[src/rtl/fx_fl_pkg.sv]
// Shared types and constants for the fp32 -> unsigned 12-bit fixed converter.
package fx_fl_pkg;

    localparam int              FIXED_W      = 12;
    localparam int              EXP_BIAS     = 127;
    localparam int              MAX_UNBIASED = 11;
    localparam logic [11:0]     FIXED_MAX    = 12'hFFF;

    typedef enum logic [2:0] {
        IDLE,
        DECODE,
        ALIGN,
        ROUND,
        HOLD
    } state_t;

    // Operand category resolved in DECODE; only K_NUM goes through the rounder.
    typedef enum logic [2:0] {
        K_NUM,
        K_ZERO,
        K_OVF,
        K_NEG,
        K_NAN
    } kind_t;

endpackage

[src/rtl/fp32_classify.sv]
// Combinational special-case decode of an IEEE 754 single-precision word.
module fp32_classify (
    input  logic [31:0] f,
    output logic        sign,
    output logic        is_zero,
    output logic        is_inf,
    output logic        is_nan
);

    logic [7:0]  exp_f;
    logic [22:0] man_f;

    assign exp_f = f[30:23];
    assign man_f = f[22:0];

    assign sign    = f[31];
    // Zeros and denormals are treated alike: both convert to 0 with no flag.
    assign is_zero = (exp_f == 8'd0);
    assign is_inf  = (exp_f == 8'hFF) && (man_f == 23'd0);
    assign is_nan  = (exp_f == 8'hFF) && (man_f != 23'd0);

endmodule

[src/rtl/float_to_fixed.sv]
// Multi-cycle fp32 -> unsigned 12-bit integer converter, round-to-nearest-even,
// with saturation and per-result status flags; valid/ready on both sides.
module float_to_fixed
    import fx_fl_pkg::*;
(
    input  logic        clk_i,
    input  logic        rst_i,
    input  logic [31:0] float_in,
    input  logic        in_valid_i,
    output logic        in_ready_o,
    output logic [11:0] fixed_out,
    output logic        out_valid_o,
    input  logic        out_ready_i,
    output logic        ovf_o,
    output logic        unf_o,
    output logic        neg_o,
    output logic        nan_o
);

    state_t             state_q, state_d;
    logic [31:0]        float_q;
    kind_t              kind_q, kind_d;
    logic signed [9:0]  u_q, u_d;
    logic [23:0]        sig_q;
    logic [11:0]        int_q, int_d;
    logic               guard_q, guard_d;
    logic               sticky_q, sticky_d;

    logic               c_sign, c_zero, c_inf, c_nan;

    logic [4:0]         shift;
    logic [23:0]        shifted;
    logic [23:0]        mask;
    logic [12:0]        res13;
    logic [11:0]        fix_d;
    logic               ovf_d, unf_d, neg_d, nan_d;

    assign in_ready_o = (state_q == IDLE);

    fp32_classify u_classify (
        .f       (float_q),
        .sign    (c_sign),
        .is_zero (c_zero),
        .is_inf  (c_inf),
        .is_nan  (c_nan)
    );

    always_comb begin
        state_d = state_q;
        case (state_q)
            IDLE:    if (in_valid_i) state_d = DECODE;
            DECODE:  state_d = ALIGN;
            ALIGN:   state_d = ROUND;
            ROUND:   state_d = HOLD;
            HOLD:    if (out_ready_i) state_d = IDLE;
            default: state_d = IDLE;
        endcase
    end

    // DECODE: unbias the exponent and sort the operand into a category.
    always_comb begin
        u_d = $signed({2'b00, float_q[30:23]}) - 10'(EXP_BIAS);
        if (c_nan)                           kind_d = K_NAN;
        else if (c_zero)                     kind_d = K_ZERO;
        else if (c_sign)                     kind_d = K_NEG;
        else if (c_inf)                      kind_d = K_OVF;
        else if (int'(u_d) > MAX_UNBIASED)   kind_d = K_OVF;
        else                                 kind_d = K_NUM;
    end

    // ALIGN: integer part plus guard/sticky. Shift is 12..23 whenever u is in range.
    always_comb begin
        shift    = 5'd0;
        shifted  = 24'd0;
        mask     = 24'd0;
        int_d    = 12'd0;
        guard_d  = 1'b0;
        sticky_d = 1'b0;
        if (u_q >= 10'sd0) begin
            shift    = 5'd23 - u_q[4:0];
            shifted  = sig_q >> shift;
            int_d    = shifted[11:0];
            guard_d  = sig_q[shift - 5'd1];
            mask     = (24'd1 << (shift - 5'd1)) - 24'd1;
            sticky_d = |(sig_q & mask);
        end else if (u_q == -10'sd1) begin
            guard_d  = 1'b1;
            sticky_d = |sig_q[22:0];
        end else begin
            sticky_d = 1'b1;
        end
    end

    // ROUND: nearest-even in 13 bits, then saturate or flag.
    always_comb begin
        res13 = {1'b0, int_q} + {12'd0, guard_q & (sticky_q | int_q[0])};
        fix_d = 12'd0;
        ovf_d = 1'b0;
        unf_d = 1'b0;
        neg_d = 1'b0;
        nan_d = 1'b0;
        case (kind_q)
            K_NUM: begin
                if (res13[12]) begin
                    fix_d = FIXED_MAX;
                    ovf_d = 1'b1;
                end else begin
                    fix_d = res13[11:0];
                    unf_d = (res13 == 13'd0);
                end
            end
            K_OVF: begin
                fix_d = FIXED_MAX;
                ovf_d = 1'b1;
            end
            K_NEG:   neg_d = 1'b1;
            K_NAN:   nan_d = 1'b1;
            default: fix_d = 12'd0;
        endcase
    end

    always_ff @(posedge clk_i) begin
        if (rst_i) begin
            state_q     <= IDLE;
            float_q     <= 32'd0;
            kind_q      <= K_ZERO;
            u_q         <= 10'sd0;
            sig_q       <= 24'd0;
            int_q       <= 12'd0;
            guard_q     <= 1'b0;
            sticky_q    <= 1'b0;
            fixed_out   <= 12'd0;
            out_valid_o <= 1'b0;
            ovf_o       <= 1'b0;
            unf_o       <= 1'b0;
            neg_o       <= 1'b0;
            nan_o       <= 1'b0;
        end else begin
            state_q <= state_d;
            case (state_q)
                IDLE: if (in_valid_i) float_q <= float_in;
                DECODE: begin
                    kind_q <= kind_d;
                    u_q    <= u_d;
                    sig_q  <= {1'b1, float_q[22:0]};
                end
                ALIGN: begin
                    int_q    <= int_d;
                    guard_q  <= guard_d;
                    sticky_q <= sticky_d;
                end
                ROUND: begin
                    fixed_out   <= fix_d;
                    ovf_o       <= ovf_d;
                    unf_o       <= unf_d;
                    neg_o       <= neg_d;
                    nan_o       <= nan_d;
                    out_valid_o <= 1'b1;
                end
                HOLD: if (out_ready_i) out_valid_o <= 1'b0;
                default: ;
            endcase
        end
    end

endmodule

[config.mk]
export PLATFORM = sky130hd
export DESIGN_NAME = float_to_fixed
export DESIGN_NICKNAME = d
export VERILOG_FILES = /design/src/rtl/fx_fl_pkg.sv /design/src/rtl/fp32_classify.sv /design/src/rtl/float_to_fixed.sv
export SDC_FILE = /design/constraint.sdc
export NUM_CORES = 1
export LEC_CHECK = 0
export CAP_MARGIN = 25
export CORE_MARGIN = 1.5
export CORE_UTILIZATION = 50
export DETAILED_ROUTE_END_ITERATION = 16
export PLACE_DENSITY = 0.72
export SYNTH_ARGS = -nofsm -noshare
export SYNTH_HDL_FRONTEND = slang
export SYNTH_SLANG_ARGS = --single-unit
[constraint.sdc]
create_clock -name clk_i -period 5 [get_ports clk_i]
set_input_delay 0.75 -clock clk_i [delete_from_list [all_inputs] [get_ports clk_i]]
set_output_delay 0.75 -clock clk_i [all_outputs]
set_load 0.005 [all_outputs]
==> impl_metrics.csv, run 1 <==
group,metric,value,unit
yosys,syn_nets,892,
finish,post_layout_nonfiller_instances,1028,
clocking,cts_tree,"done",
sta,layout_setup_ws,0.990,ns
yosys,syn_inst,845,
yosys,async_flop_share,0,%
sta,setup_viol,0,
yosys,post_synth.cell_area_avg,7.60,µm²
detailed_routing,drt-wirelength-per-cell,18.1,µm
yosys,count_of_flip_flops_with_a_built_in_enable_after_synthesis,0,
yosys,synth.yosys.seq_area_share,31.8,%
sta,final_min_period_over_clock_period,80.2,%
detailed_routing,dr.first_iter.drc_count,659,
detailed_routing,detailroute.via_count,6315,
placed_design,placement.io_buffers,53,
finish,post_route_cells_drive_above_1_share,7.71,%
yosys,dominantRegCellSynth,"dfxtp_1",
floorplan,die_height,116,µm
sta,report.final.slew_viol_count,0,
yosys,yosys_warnings,0,
sta,worst_slew_margin_rel,34.6,%
critical_path,nature_of_the_critical_path_endpoint,"flip-flop",
clocking,clock_insertion_delay_worst_skew,0.35,ns
outcome,outcome,"complete, no violations",
grt,grt_start_max_net_pins,42,
floorplan,fp-row-count,41,
clocking,clk_pin_slew_worst_paths,0.07,ns
placed_design,placer_s_final_routability_congestion_estimate,0.954,
yosys,netlist_area,0.00642,mm²
critical_path,arrival,4.23,ns
placed_design,dp.cells,1013,
power,power_density_of_the_placed_cells,294,mW/mm²
grt,grtUsageTotal,28.0,%
finish,final_core_util,57.8,%
clocking,max-clock-path-buffers,2,
critical_path,worst_setup_path_start_kind,"flip-flop",
sta,fmaxAchievable,249,MHz
grt,grt_pass1_vias,5595,
power,power.leakage,0.00255,µW
worst_hold_path,hp-class,"flip-flop to flip-flop",
clocking,cts-buffers-inserted,9,
yosys,synth-seq-cells,102,
clocking,clk_root_buffer_cell,"clkbuf_16",
detailed_routing,detail_route.drc_violations,0,
sta,fin_skew,0.0127,ns
critical_path,worst-setup-path-type,"flip-flop to flip-flop",
sta,unrepaired_setup_endpoints_after_global_routing,"false",
detailed_routing,wl,18600,µm
flow_run,timing.max_cap.violations,0,
sta,setup_tns,0,ns
sta,worst_hold_check_slack,0.452,ns
clocking,htree_levels,3,
floorplan,floorplan.die_area,0.0135,mm²
clocking,clock_sink_count,102,
placed_design,place_worst_setup_slack,1.08,ns
sta,period_needed,4.01,ns
sta,report.final.hold_viol_count,0,
floorplan,die_w,116,µm
grt,antenna_found_initial,1,
finish,antenna-diode-count,0,
finish,most-common-layout-cells,"nand2_1, dfxtp_1, a21oi_1, nor2_1, clkdlybuf4s50_1",
grt,grt-ovfl-total,0,
detailed_routing,vias_per_cell,6.14,
floorplan,initial_utilization,51.1,%
grt,grt_first_pass_wirelength,29500,µm
sta,timing_worst_slew_pin_value,0.981,ns
critical_path,critPathMaxFanout,12,
yosys,post_synth_num_cell_types,71,
finish,layout.nets,899,
clocking,postCtsSetupRepairBufs,0,
floorplan,placeableCoreArea,0.0126,mm²
clocking,holdBufCountCts,0,
placed_design,dp_hpwl,13800,µm
finish,filler_cell_count,1161,
floorplan,i_o_pins,54,
finish,layout_commonest_cell,"nand2_1",
detailed_routing,drtPass1Iterations,6,
clocking,cts.repair.resized,0,
detailed_routing,final_antenna_net_count,0,
power,max_vdd_drop,0.180,mV
critical_path,critical_path_required,5.22,ns
finish,syn_to_final_growth,13.1,%
==> metal layers <==
layer | share of wire (%) | vias up | track usage (%)
li1 | - | 3058 | -
met1 | 45 | 2928 | 39.7
met2 | 44 | 285 | 41.8
met3 | 8.5 | 42 | 6.54
met4 | 2.4 | 2 | 9.59
met5 | 0.043 | - | 0
==> state kept, by name (all words and copies together) (netlist names), 3 cells and up <==
register	cells
sig_q	24
fixed_out	12
int_q	12
u_q	9
kind_q	3
float_q	32
state_q	3
==> Yosys cell counts (11+ instances only) <==
cell	n	area, µm²
nor4_1	15	93.8
clkbuf_1	49	184
dfxtp_1	102	2040
nand3_1	28	140
mux4_2	11	248
xnor2_1	11	96.3
a21oi_1	97	485
mux2_2	11	124
mux2i_1	26	260
a22oi_1	19	143
xor2_1	13	114
ha_1	11	138
a211oi_1	11	82.6
nand2_1	178	668
o21ai_0	38	190
nor3_1	16	80.1
nor2_1	57	214
==> kinds of logic after synthesis <==
logic type | count (synthesis) | share of synthesized area, %
xor gates and xnor gates | 25 | 3.53
buffers and inverters | 83 | 5.55
DFF | 102 | 31.8
AOI/OAI and AO/OA | 231 | 22.9
adders and majority gates | 11 | 2.14
and+or+nand+nor | 345 | 24.3
muxes | 48 | 9.84
==> critical path: stages, from the launching register on <==
cell,delay [ns]
dfxtp_1,0.57
ha_1,0.48
a21oi_1,0.21
a2111oi_4,0.53
or2_1,0.31
nand3_1,0.12
ha_1,0.35
o311ai_0,0.38
o21ai_0,0.15
a32o_1,0.27
nor4_1,0.19
and4_1,0.24
a31oi_1,0.08
==> stage by stage <==
stage / cell area, µm² / total power (µW)
final: 7260 / 2130
after global routing: 7260 / 2230
after CTS: 7260 / 2130
after detailed placement: 6970 / 1430
after global placement: 6960 / 1420
after floorplan: 6420 / 1290
==> report_power, final <==
group          switching [µW]  leakage, µW  internal [µW]  total, µW
registers                65.7     0.000829            855        921
clock network             315     0.000145            394        709
logic                     307      0.00157            197        504
==> path summary, 6_finish.rpt <==
kind	to	startpoint	slack (ns)	depth (start not counted)
worst max-delay path	sticky_q	u_q[1]	0.99	12
worst min-delay path	u_q[7]	u_q[7]	0.45	2
worst max register to register	sticky_q	u_q[1]	0.99	12
worst min register to register	u_q[7]	u_q[7]	0.45	2
==> area by class of cell <==
type,count,area [µm²],share of cell area [%]
inverters,11,41.3,0.569
well taps,172,215,2.96
clock inverters,5,67.6,0.930
clock buffers,10,229,3.15
flip-flops and latches,102,2040,28.1
repair buffers,68,638,8.79
multi-input cells,660,4030,55.5
(Power assumes the default switching activity.)
==> run 2: changes to the inputs <==
--- a/config.mk
+++ b/config.mk
@@ -9,7 +9,7 @@
 export CORE_MARGIN = 1.5
 export CORE_UTILIZATION = 50
 export DETAILED_ROUTE_END_ITERATION = 16
-export PLACE_DENSITY = 0.72
+export PLACE_DENSITY = 0.75
 export SYNTH_ARGS = -nofsm -noshare
 export SYNTH_HDL_FRONTEND = slang
 export SYNTH_SLANG_ARGS = --single-unit
==> constraint.sdc (replaced) <==
create_clock -name clk_i -period 3.37 [get_ports clk_i]
set_input_delay 0.5055 -clock clk_i [delete_from_list [all_inputs] [get_ports clk_i]]
set_output_delay 0.5055 -clock clk_i [all_outputs]
set_load 0.005 [all_outputs]
==> impl_metrics.csv, run 2 (same netlist as run 1, synthesis figures left out) <==
group,metric,value,unit
grt,grt_first_pass_wirelength,29100,µm
finish,layout_commonest_cell,"nand2_1",
detailed_routing,final_antenna_net_count,0,
finish,post_layout_nonfiller_instances,1047,
clocking,clk_root_buffer_cell,"clkbuf_16",
clocking,htree_levels,3,
detailed_routing,detail_route.drc_violations,0,
floorplan,die_height,116,µm
finish,most-common-layout-cells,"nand2_1, dfxtp_1, a21oi_1, nor2_1, clkdlybuf4s50_1",
clocking,cts.repair.resized,0,
critical_path,worst_path_dominant_cell_family,"compound AO/OA/AOI/OAI gates",
finish,largest_registers,"float_q x32, sig_q x24",
clocking,clk_pin_slew_worst_paths,0.07,ns
critical_path,worst-setup-path-type,"flip-flop to flip-flop",
critical_path,arrival,3.19,ns
floorplan,initial_utilization,51.1,%
sta,final_min_period_over_clock_period,88.2,%
detailed_routing,drtPass1Iterations,5,
floorplan,die_w,116,µm
critical_path,cp.depth,13,
floorplan,fp-row-count,41,
grt,grt_pass1_vias,5610,
placed_design,placer_s_final_routability_congestion_estimate,0.973,
finish,filler_cell_count,1153,
critical_path,crit_path_cell_trace,"ha_1 -> and3_4 -> a2111oi_4 -> or2_1 -> nand3_1 -> ha_1 -> nor2b_1 -> a2111oi_0 -> o2111ai_1 -> a21oi_1 -> and3_1 -> and4_1 -> a31oi_1",
finish,top_register,"float_q",
critical_path,timing.critical_path.from,"u_q[0]",
sta,setup_viol,0,
sta,report.final.slew_viol_count,0,
grt,grt-ovfl-total,0,
detailed_routing,dr.first_iter.drc_count,517,
detailed_routing,drt-wirelength-per-cell,16.7,µm
placed_design,dp_hpwl,12600,µm
power,power.leakage,0.00265,µW
critical_path,crit_top_cell,"ha_1",
critical_path,critPathMaxFanout,3,
detailed_routing,vias_per_cell,6.00,
clocking,max-clock-path-buffers,2,
sta,worst_slew_margin_rel,34.5,%
critical_path,ff2ff_setup_slack,0.40,ns
detailed_routing,wl,17500,µm
finish,syn_to_final_growth,15.5,%
critical_path,timing.rr.start,"u_q[0]",
grt,grt_start_max_net_pins,42,
power,power_density_of_the_placed_cells,436,mW/mm²
finish,multi_input_comb_area,0.00403,mm²
clocking,holdBufCountCts,0,
placed_design,placement.cell_area,0.00710,mm²
clocking,clock_insertion_delay_worst_skew,0.35,ns
clocking,cts_tree,"done",
finish,largest_reg_flops,32,
grt,grtUsageTotal,27.2,%
critical_path,critical_path.max_stage_delay,0.40,ns
placed_design,placement.io_buffers,53,
sta,report.final.hold_viol_count,0,
critical_path,critical_path_buf_inv_count,0,
sta,unrepaired_setup_endpoints_after_global_routing,"false",
floorplan,placeableCoreArea,0.0126,mm²
finish,design_area,0.00742,mm²
worst_hold_path,hp-class,"flip-flop to flip-flop",
sta,timing_worst_slew_pin_value,0.981,ns
floorplan,floorplan.die_area,0.0135,mm²
critical_path,worst_setup_path_start_kind,"flip-flop",
detailed_routing,detailroute.via_count,6287,
finish,antenna-diode-count,0,
sta,fmaxAchievable,336,MHz
sta,setup_tns,0,ns
placed_design,place_worst_setup_slack,0.406,ns
outcome,outcome,"complete, no violations",
clocking,postCtsSetupRepairBufs,0,
critical_path,nature_of_the_critical_path_endpoint,"flip-flop",
critical_path,crit_slowest_cell,"a2111oi_0",
critical_path,worst-r2r-cell-count,13,
finish,layout.nets,917,
sta,layout_setup_ws,0.396,ns
finish,final_core_util,59.0,%
critical_path,critical_path_required,3.58,ns
finish,ff_latch_area,0.00204,mm²
sta,period_needed,2.97,ns
critical_path,setup.worst_path.end,"sticky_q",
clocking,cts-buffers-inserted,9,
placed_design,dp.cells,1031,
critical_path,regToRegEndpoint,"sticky_q",
clocking,clock_sink_count,102,
flow_run,timing.max_cap.violations,0,
grt,antenna_found_initial,0,
power,max_vdd_drop,0.305,mV
sta,fin_skew,0.00792,ns
floorplan,i_o_pins,54,
finish,post_route_cells_drive_above_1_share,9.83,%
[run 2: cell count changes in the layout (fill, tap and decap cells not counted), sizes merged]
cell / change
clkbuf: +1
buf: +18
[run 2: final cells by class]
| class | instances | share of cell area [%] |
|---|---|---|
| clock buffer | 11 | 3.41 |
| clock inverter | 5 | 0.860 |
| inverter | 11 | 0.557 |
| multi-input combinational | 660 | 54.3 |
| sequential | 102 | 27.5 |
| tap | 172 | 2.90 |
| timing repair buffer | 86 | 10.4 |
[run 2: worst min-delay path, stage by stage (launching register included)]
cell     delay [ns]
dfxtp_1        0.31
nand2_1        0.05
a21oi_1        0.05
[run 2: stage by stage]
stage	total power [µW]	hold slack [ns]
after detailed placement	2140	0.450
after CTS	3240	0.460
after global placement	2140	0.445
after floorplan	1910	0.432
after global routing	3400	0.492
final	3240	0.459
[run 2: metal layers]
metal / up-vias / track usage [%] / share of wire, %
met2: 272 / 39.3 / 43
met3: 41 / 5.19 / 7.6
met1: 2872 / 40.0 / 46
li1: 3102 / - / -
met4: 0 / 10.8 / 2.6
met5: - / 0 / 0
[run 2: worst min-delay path by stage]
stage,from,end,slack [ns],cells after the start
finish,fixed_out[8],fixed_out[8],0.46,2
global placement,ovf_o,ovf_o,0.44,2
global route,fixed_out[8],fixed_out[8],0.49,2
CTS,fixed_out[8],fixed_out[8],0.46,2
floorplan,u_q[7],u_q[7],0.43,2
detailed placement,fixed_out[8],fixed_out[8],0.45,2
[run 2: power by group]
part	internal [µW]	leakage, µW	switching [µW]
registers	1270	0.000829	90.4
logic	312	0.00166	457
clock network	626	0.000158	481
total	2210	0.00265	1030
==> edit, RTL diff (config.mk and constraints of run 2) <==
The 5 values of `kind_t` get a one-hot encoding in 5 bits.
--- a/src/rtl/fx_fl_pkg.sv
+++ b/src/rtl/fx_fl_pkg.sv
@@ -15,12 +15,12 @@
     } state_t;
 
     // Operand category resolved in DECODE; only K_NUM goes through the rounder.
-    typedef enum logic [2:0] {
-        K_NUM,
-        K_ZERO,
-        K_OVF,
-        K_NEG,
-        K_NAN
+    typedef enum logic [4:0] {
+        K_NUM  = 5'b00001,
+        K_ZERO = 5'b00010,
+        K_OVF  = 5'b00100,
+        K_NEG  = 5'b01000,
+        K_NAN  = 5'b10000
     } kind_t;
 
 endpackage
Function: no difference found for any inputs over 10 cycles, from zero or initial values and one cycle with rst_i high; not proved beyond that.
==> edit against run 2 <==
- critical path depth up 1
- clock skew up 0.0044 ns
- sequential cell count grew 2
- utilization grew 0.27 points
- area after synthesis shrank 0.80%
- final area barely moved
- wire length decreased by 1.9%
- hold slack worse by 0.0029 ns
- power about the same
- non-clock buffer count rose by 1
- worst setup slack lost 0.091 ns
- largest cell class unchanged
==> edit: results (changes against run 2) <==
Grt met2 use: 38.7% (was 39.3%)
Async SR Flop Fraction: 0% (unchanged)
Slew @ Worst Pin: 1.01 ns (was 0.981 ns)
Switching Fraction: 29.8% (was 31.8%)
Clock skew: 0.0123 ns (was 0.00792 ns)
Routability Congestion: 0.920 (was 0.973)
Mapped Nets: 885 (was 892)
Synth unique cells: 70 (was 71)
Status: finished clean (unchanged)
Top FF cell, synth: dfxtp_1 (unchanged)
Ranking of synthesized cells by area: dfxtp_1 33%, nand2_1 11%, a21oi_1 6.8%, mux4_2 4.6%, mux2i_1 4.6% (was dfxtp_1 32%, nand2_1 10%, a21oi_1 7.6%, mux2i_1 4.1%, mux4_2 3.9%)
Largest net degree at the start of global routing: 104 (was 42)
Vias in the first global route: 5476 (was 5610)
Crit path max fanout: 7 (was 3)
Post-synthesis sequential area ratio: 32.7% (was 31.8%)
Nets@finish: 913 (was 917)
HP Class: flip-flop to flip-flop (unchanged)
Slowest stage cell, crit path: dfxtp_1 (was a2111oi_0)
M3 GR Usage: 5.75% (was 5.19%)
Most frequent cells after synthesis: 188 x nand2_1, 104 x dfxtp_1, 87 x a21oi_1 (was 178 x nand2_1, 102 x dfxtp_1, 97 x a21oi_1)
DP Worst Slack: 0.146 ns (was 0.406 ns)
GRT Util Overall: 26.1% (was 27.2%)
DR WL/cell: 16.5 um (was 16.7 um)
Crit path DAT: 3.28 ns (was 3.19 ns)
Leak: 0.00262 uW (was 0.00265 uW)
First DRT Iteration DRCs: 621 (was 517)
Clk slew on worst S/H paths: 0.07 ns (about the same)
Share of cells above drive strength 1: 9.20% (was 9.83%)
GR peak layer: met2 (was met1)
Peak VDD IR: 0.000305 V (about the same)
Dpl hpwl: 12100 um (was 12600 um)
First-pass GRT wire length: 27900 um (was 29100 um)
GR Util met1: 37.7% (was 40.0%)
Largest stage delay, worst path: 0.34 ns (was 0.40 ns)
Vias/cell: 6.00 (about the same)
-- edit: cell count changes after synthesis, moves of 4 or more --
cell	change
o21ai_1	+4
nand3_1	-9
buf_2	+6
o21ai_0	-5
a21oi_1	-10
o2111ai_1	+5
and3_1	+5
nand2_1	+10
mux2_2	-7
buf_1	-5
-- edit: cells by family (layout without fill, tap and decap cells) --
logic type,after synthesis,in the layout,synth area share [%]
muxes,46,46,9.86
xor gates and xnor gates,26,26,3.57
DFF,104,104,32.7
buffers and inverters,83,115,5.54
and+or+nand+nor,350,350,24.7
adders and majority gates,11,11,2.16
AOI/OAI and AO/OA,218,218,21.5
-- edit: final timing paths --
kind | endpoint | startpoint | depth (start not counted) | slack (ns)
max | sticky_q$_SDFFE_PP0N_ | u_q[0]$_SDFFE_PP0P_ | 14 | 0.31
min | ovf_o$_SDFFE_PP0P_ | ovf_o$_SDFFE_PP0P_ | 2 | 0.46
max reg2reg | sticky_q$_SDFFE_PP0N_ | u_q[0]$_SDFFE_PP0P_ | 14 | 0.31
min reg2reg | ovf_o$_SDFFE_PP0P_ | ovf_o$_SDFFE_PP0P_ | 2 | 0.46
-- edit: layer usage --
| metal | wire length (um) | vias up |
|---|---|---|
| met2 | 7690 | 245 |
| met1 | 7850 | 2924 |
| met3 | 1350 | 25 |
| li1 | - | 3054 |
| met5 | 0 | - |
| met4 | 305 | 0 |
-- edit: worst max-delay path: cells and delay by family (launching register included) --
| kind | cells | cell delay (ns) |
|---|---|---|
| AOI/OAI and AO/OA | 5 | 0.72 |
| xor gates and xnor gates | 1 | 0.24 |
| and+or+nand+nor | 5 | 0.98 |
| buffers and inverters | 1 | 0.16 |
| adders and majority gates | 2 | 0.48 |
| DFF | 1 | 0.34 |
-- edit: cell type report --
class / count / area (um2)
multi-input combinational: 651 / 3960
inverter: 13 / 48.8
timing repair buffer: 87 / 801
tap: 172 / 215
sequential: 104 / 2080
fill: 1198 / 5100
clock inverter: 4 / 76.3
clock buffer: 11 / 243
-- edit: power groups by stage --
stage | sequential (uW) | clock (uW) | combinational (uW)
5_1_grt | 1390 | 1170 | 812
3_5_place_dp | 1400 | 0 | 713
3_3_place_gp | 1400 | 0 | 720
4_1_cts | 1380 | 1120 | 719
2_1_floorplan | 1360 | 0 | 536
6_report | 1380 | 1110 | 740
-- edit: per-stage QoR --
stage          cells  area (um2)  hold WS [ns]
2_1_floorplan    838        6390         0.432
3_3_place_gp    1026        7070         0.444
3_5_place_dp    1026        7070         0.450
4_1_cts         1041        7390         0.457
5_1_grt         1042        7420         0.484
6_report        1042        7420         0.456
